`src/rtl/pif_ram_arbiter.sv`:
```
// pif_ram_arbiter
//   Shares the single-port PIF RAM between the N64 serial engine and the host
//   CPU. N64 has fixed priority and may lock the RAM for a burst of up to
//   BURST_MAX beats. A starvation counter and a post-burst slot make sure the
//   CPU always gets through.
// Ports
//   clk, reset_l            clock, async active-low reset
//   n64_req/we/burst/addr/wdata -> n64_gnt, n64_rvalid, n64_rdata
//   cpu_req/we/be/addr/wdata    -> cpu_gnt, cpu_rvalid, cpu_rdata
//   ram_addr/we/be/wdata, ram_rdata   RAM macro side (registered read data)
//   n64_locked              status: arbiter is inside an N64 burst lock
module pif_ram_arbiter #(
    parameter int ADDR_W     = 9,
    parameter int DATA_W     = 32,
    parameter int BURST_MAX  = 16,
    parameter int STARVE_MAX = 8
) (
    input  logic              clk,
    input  logic              reset_l,
    input  logic              n64_req,
    input  logic              n64_we,
    input  logic              n64_burst,
    input  logic [ADDR_W-1:0] n64_addr,
    input  logic [DATA_W-1:0] n64_wdata,
    output logic              n64_gnt,
    output logic              n64_rvalid,
    output logic [DATA_W-1:0] n64_rdata,
    input  logic              cpu_req,
    input  logic              cpu_we,
    input  logic [3:0]        cpu_be,
    input  logic [ADDR_W-1:0] cpu_addr,
    input  logic [DATA_W-1:0] cpu_wdata,
    output logic              cpu_gnt,
    output logic              cpu_rvalid,
    output logic [DATA_W-1:0] cpu_rdata,
    output logic [ADDR_W-1:0] ram_addr,
    output logic              ram_we,
    output logic [3:0]        ram_be,
    output logic [DATA_W-1:0] ram_wdata,
    input  logic [DATA_W-1:0] ram_rdata,
    output logic              n64_locked
);
    localparam int BW = $clog2(BURST_MAX + 1);
    localparam int SW = $clog2(STARVE_MAX + 1);

    typedef enum logic {IDLE, N64_LOCK} state_t;
    typedef enum logic [1:0] {OWN_NONE, OWN_N64, OWN_CPU} owner_t;

    state_t            state;
    owner_t            rd_owner;
    logic [BW-1:0]     beat_cnt;
    logic [SW-1:0]     starve_cnt;
    logic              cpu_slot;     // one-cycle CPU priority right after a burst
    logic [ADDR_W-1:0] ram_addr_q;
    logic [DATA_W-1:0] n64_rdata_q;
    logic [DATA_W-1:0] cpu_rdata_q;

    // Grants are gated by reset_l so every output reads 0 while reset is held.
    always_comb begin
        n64_gnt = 1'b0;
        cpu_gnt = 1'b0;
        if (reset_l) begin
            if (state == N64_LOCK)
                n64_gnt = n64_req & n64_burst;
            else if (cpu_req && (cpu_slot || starve_cnt == SW'(STARVE_MAX)))
                cpu_gnt = 1'b1;
            else if (n64_req)
                n64_gnt = 1'b1;
            else if (cpu_req)
                cpu_gnt = 1'b1;
        end
    end

    always_comb begin
        ram_addr  = ram_addr_q;
        ram_we    = 1'b0;
        ram_be    = 4'h0;
        ram_wdata = '0;
        if (n64_gnt) begin
            ram_addr  = n64_addr;
            ram_we    = n64_we;
            ram_be    = n64_we ? 4'hF : 4'h0;
            ram_wdata = n64_wdata;
        end else if (cpu_gnt) begin
            ram_addr  = cpu_addr;
            // An all-zero byte mask still takes the slot but writes nothing.
            ram_we    = cpu_we & (|cpu_be);
            ram_be    = cpu_we ? cpu_be : 4'h0;
            ram_wdata = cpu_wdata;
        end
    end

    // Read data is live from the RAM in the return cycle, held afterwards.
    assign n64_rvalid = (rd_owner == OWN_N64);
    assign cpu_rvalid = (rd_owner == OWN_CPU);
    assign n64_rdata  = n64_rvalid ? ram_rdata : n64_rdata_q;
    assign cpu_rdata  = cpu_rvalid ? ram_rdata : cpu_rdata_q;
    assign n64_locked = (state == N64_LOCK);

    always_ff @(posedge clk or negedge reset_l) begin
        if (!reset_l) begin
            state       <= IDLE;
            rd_owner    <= OWN_NONE;
            beat_cnt    <= '0;
            starve_cnt  <= '0;
            cpu_slot    <= 1'b0;
            ram_addr_q  <= '0;
            n64_rdata_q <= '0;
            cpu_rdata_q <= '0;
        end else begin
            ram_addr_q <= ram_addr;
            cpu_slot   <= 1'b0;

            if (cpu_req && !cpu_gnt) begin
                if (starve_cnt != SW'(STARVE_MAX))
                    starve_cnt <= starve_cnt + 1'b1;
            end else begin
                starve_cnt <= '0;
            end

            if (n64_gnt && !n64_we)      rd_owner <= OWN_N64;
            else if (cpu_gnt && !cpu_we) rd_owner <= OWN_CPU;
            else                         rd_owner <= OWN_NONE;

            if (n64_rvalid) n64_rdata_q <= ram_rdata;
            if (cpu_rvalid) cpu_rdata_q <= ram_rdata;

            case (state)
                IDLE: begin
                    if (n64_gnt && n64_burst) begin
                        state    <= N64_LOCK;
                        beat_cnt <= BW'(1);
                    end
                end
                N64_LOCK: begin
                    if (!n64_burst) begin
                        state    <= IDLE;
                        beat_cnt <= '0;
                        cpu_slot <= 1'b1;
                    end else if (n64_gnt) begin
                        if (beat_cnt == BW'(BURST_MAX - 1)) begin
                            state    <= IDLE;
                            beat_cnt <= '0;
                            cpu_slot <= 1'b1;
                        end else begin
                            beat_cnt <= beat_cnt + 1'b1;
                        end
                    end
                end
                default: state <= IDLE;
            endcase
        end
    end
endmodule

```
`config.mk`:
```
export PLATFORM = sky130hd
export DESIGN_NAME = pif_ram_arbiter
export DESIGN_NICKNAME = d
export VERILOG_FILES = /design/src/rtl/pif_ram_arbiter.sv
export SDC_FILE = /design/constraint.sdc
export NUM_CORES = 1
export LEC_CHECK = 0
export BUFFER_PORTS_ARGS = -buffer_cell sky130_fd_sc_hd__buf_2
export CAP_MARGIN = 20
export CORE_MARGIN = 8
export CORE_UTILIZATION = 39
export DETAILED_ROUTE_END_ITERATION = 6
export GPL_TIMING_DRIVEN = 0
export PLACE_DENSITY = 0.77
export SYNTH_ARGS = -nofsm -noshare
export SYNTH_HDL_FRONTEND = slang
export SYNTH_SLANG_ARGS = --single-unit
```
`constraint.sdc`:
```
create_clock -name clk -period 1.9 [get_ports clk]
set_input_delay 0.19 -clock clk [delete_from_list [all_inputs] [get_ports clk]]
set_output_delay 0.19 -clock clk [all_outputs]
set_load 0.05 [all_outputs]
```
==> results.toml <==
[synthesis]
synthFlopType = "dfrtp_1"
synth_area_um2 = 3882
ys_types = 31
yosys_warnings = 0
syn_inst = 305
synth-seq-area-share = 0.5543
avgSynthCellArea_um2 = 12.73
synthArstFlopShare = 1.000
synth_nets = 433
ys_ff_latch = 86
synth_edf_count = 0

[layout]
finalCoreUtilization = 0.8556
fin_cells = 772
num_antenna_cells = 0
layout.nets = 762
final_layout_size_suffix_gt1_frac = 0.7668
area.growth.synth_to_final_pct = 114.4
final_common_cell = "buf_2"
mostFrequentLayoutCells = "buf_2, dfrtp_1, buf_8"

[min_path]
worstHoldPathType = "input port to asynchronous set/reset pin"

[global_route]
grt_first_pass_wirelength_mm = 24.88
antenna_found_initial = 0
grt_start_max_net_pins = 75
grt_use_total = 0.2446
grt-ovfl-total = 0
grt_pass1_vias = 4409

[routing]
drcViolationCount = 0
routed_wl_mm = 19.51
drt_iter0_drc = 248
first_pass_iters = 4
viasPerCell = 5.262
wl_per_cell_um = 25.27
drtAntennaViolNets = 0
num_vias = 4062

[worst_setup_path]
path_class = "flip-flop to output port"
critPathRequiredTime_ns = 1.71
cp-end-kind = "output port"
cp_max_fo = 6
max_stage_delay_ns = 0.40
worst-path-buf-inv = 5
critPathSlowestCell = "dfrtp_1"
crit_arrival_ns = 2.32
worstSetupStartpointType = "flip-flop"
crit_family = "buffers and inverters"
crit_chain = "inv_2, ha_2, and3b_2, o21ai_4, and3b_2, buf_8, buf_12, buf_4, o21ai_4, buf_6"

[die]
die_w_um = 115.8
core_um2 = 9729
initial_core_util = 0.3990
dieArea_um2 = 13400
num_rows = 36
dieHeight_um = 115.8
io_pins = 240

[sta]
rsz0062_at_grt = "yes"
fmax_mhz = 398.2
post-route-min-period_ns = 2.512
worst_pin_slew_ns = 0.8731
setup_ws_ns = -0.6116
finalCritPeriodShare = 1.322
relSlewSlack = 0.4160
setup_viol = 114
hold_violations = 70
finalMaxSlewViolations = 0
holdWs_ns = -0.1737
fin_skew_ns = 0.01995

[clock_tree]
clock_latency_ns = 0.37
path_clk_slew_ns = 0.11
h-tree-depth = 3
tritoncts = "done"
numCtsBuffers = 9
cts_buffer_depth = 2
clock_sinks = 86
hold_buffers = 1
root_buffer = "clkbuf_8"

[pwr]
ir_worst_vdd_uv = 596.5
power.density_nw_per_um2 = 1075
p_leak_nw = 4.136

[status]
failed_checks = "hold timing, setup timing"
outcome = "complete, but fails checks"

[place]
placedCellCount = 677
hpwlAfterDp_mm = 10.53
portBuffers = 238
place_congestion = 0.8549

[flow_run]
maxCapViolations = 0
==> per-stage QoR <==
| stage | worst slack (ns) | setup TNS, ns | hold slack (ns) | power [mW] | cell area [um2] |
|---|---|---|---|---|---|
| finish | -0.6116 | -34.44 | -0.1737 | 8.947 | 8324 |
| global route | -0.6726 | -41.11 | -0.1526 | 9.213 | 8324 |
| CTS | -0.5435 | -30.41 | -0.1434 | 8.029 | 7595 |
| detailed placement | -0.4330 | -21.71 | 0.08134 | 5.662 | 5742 |
| global placement | -1.308 | -86.83 | 0.3947 | 5.573 | 5712 |
| floorplan | -0.05203 | -0.9785 | -0.1056 | 4.848 | 4354 |
==> cell usage after synthesis (2+ instances only) <==
library cell  number  area share
a21oi_1            7      0.0090
a22o_1            33       0.074
and3b_1            2      0.0045
buf_2             13       0.017
buf_4              2      0.0039
buf_6              2      0.0058
clkbuf_1           6      0.0058
dfrtp_1           86        0.55
ha_1               3      0.0097
inv_1              6      0.0058
mux2_2            64        0.19
mux2i_1           13       0.034
nand2_1           20       0.019
nand2b_1           4      0.0064
nand3_1            9       0.012
nor2_1             8      0.0077
nor2b_1            4      0.0064
o21ai_0            3      0.0039
o21ai_1            7      0.0090
xnor2_1            2      0.0045
==> worst register-to-register path, cell delays in order, from the launching register on <==
cell and delay, ns:
dfrtp_1 0.38, inv_2 0.05, ha_2 0.18, and3b_2 0.25
o21ai_4 0.17, and3b_2 0.25, buf_8 0.16, clkbuf_16 0.16
buf_6 0.09, mux2i_1 0.16, o22ai_1 0.10
==> logic make-up (layout without fill, tap and decap cells) <==
| group | after synthesis | after routing | synth area share |
|---|---|---|---|
| adders and majority gates | 3 | 3 | 0.009669 |
| AOI/OAI and AO/OA | 56 | 56 | 0.1086 |
| and+or+nand+nor | 51 | 51 | 0.06349 |
| buffers and inverters | 29 | 363 | 0.03802 |
| DFF | 86 | 86 | 0.5543 |
| xor gates and xnor gates | 3 | 3 | 0.006769 |
| muxes | 77 | 77 | 0.2191 |
==> what timing repair did <==
action | in CTS | in global routing
endpoints found under the hold margin | 16 | 70
resized for setup | 340 | 119
endpoints found under the setup margin | 128 | 125
pin swaps | 5 | 15
buffers inserted | 37 | 37
gates cloned | 5 | 6
==> path summary, 6_finish.rpt <==
kind                                    to  cells after the start  slack (ns)            start
hold reg to reg            cpu_rdata_q[31]                      1        0.51  cpu_rdata_q[31]
setup / recovery               ram_addr[0]                     10       -0.61    starve_cnt[1]
max in group asynchronous    ram_addr_q[6]                      2        0.84          reset_l
setup reg to reg               beat_cnt[0]                     10       -0.14    starve_cnt[1]
hold / removal              n64_rdata_q[7]                      2       -0.17          reset_l
min in group clk               rd_owner[0]                      2        0.08           n64_we
==> layout make-up <==
cell class / instances / area (um2)
Sequential cell: 86 / 2153
Timing Repair Buffer: 322 / 3089
Clock inverter: 6 / 61.31
Inverter: 6 / 22.52
Fill cell: 455 / 1405
Multi-Input combinational cell: 190 / 2419
Buffer: 19 / 285.3
Clock buffer: 10 / 127.6
Tap cell: 133 / 166.4
==> power breakdown <==
| group | total (mW) | internal (mW) | switching, mW |
|---|---|---|---|
| Combinational | 5.17 | 2.32 | 2.85 |
| Clock | 1.32 | 0.608 | 0.712 |
| Sequential | 2.46 | 2.24 | 0.219 |
==> per-layer routing <==
layer,track usage,wire (um)
met5,0,0
met4,0.1011,616
met3,0.08963,1662
met2,0.4408,10400
met1,0.2500,6830
==> sequential cells by signal, indices dropped and copies added, names as in the netlist <==
| register | flops |
|---|---|
| cpu_rdata_q | 32 |
| rd_owner | 2 |
| n64_locked | 1 |
| cpu_slot | 1 |
| starve_cnt | 4 |
| beat_cnt | 5 |
| ram_addr_q | 9 |
| n64_rdata_q | 32 |
No activity file was read; power rests on OpenSTA's default activity.
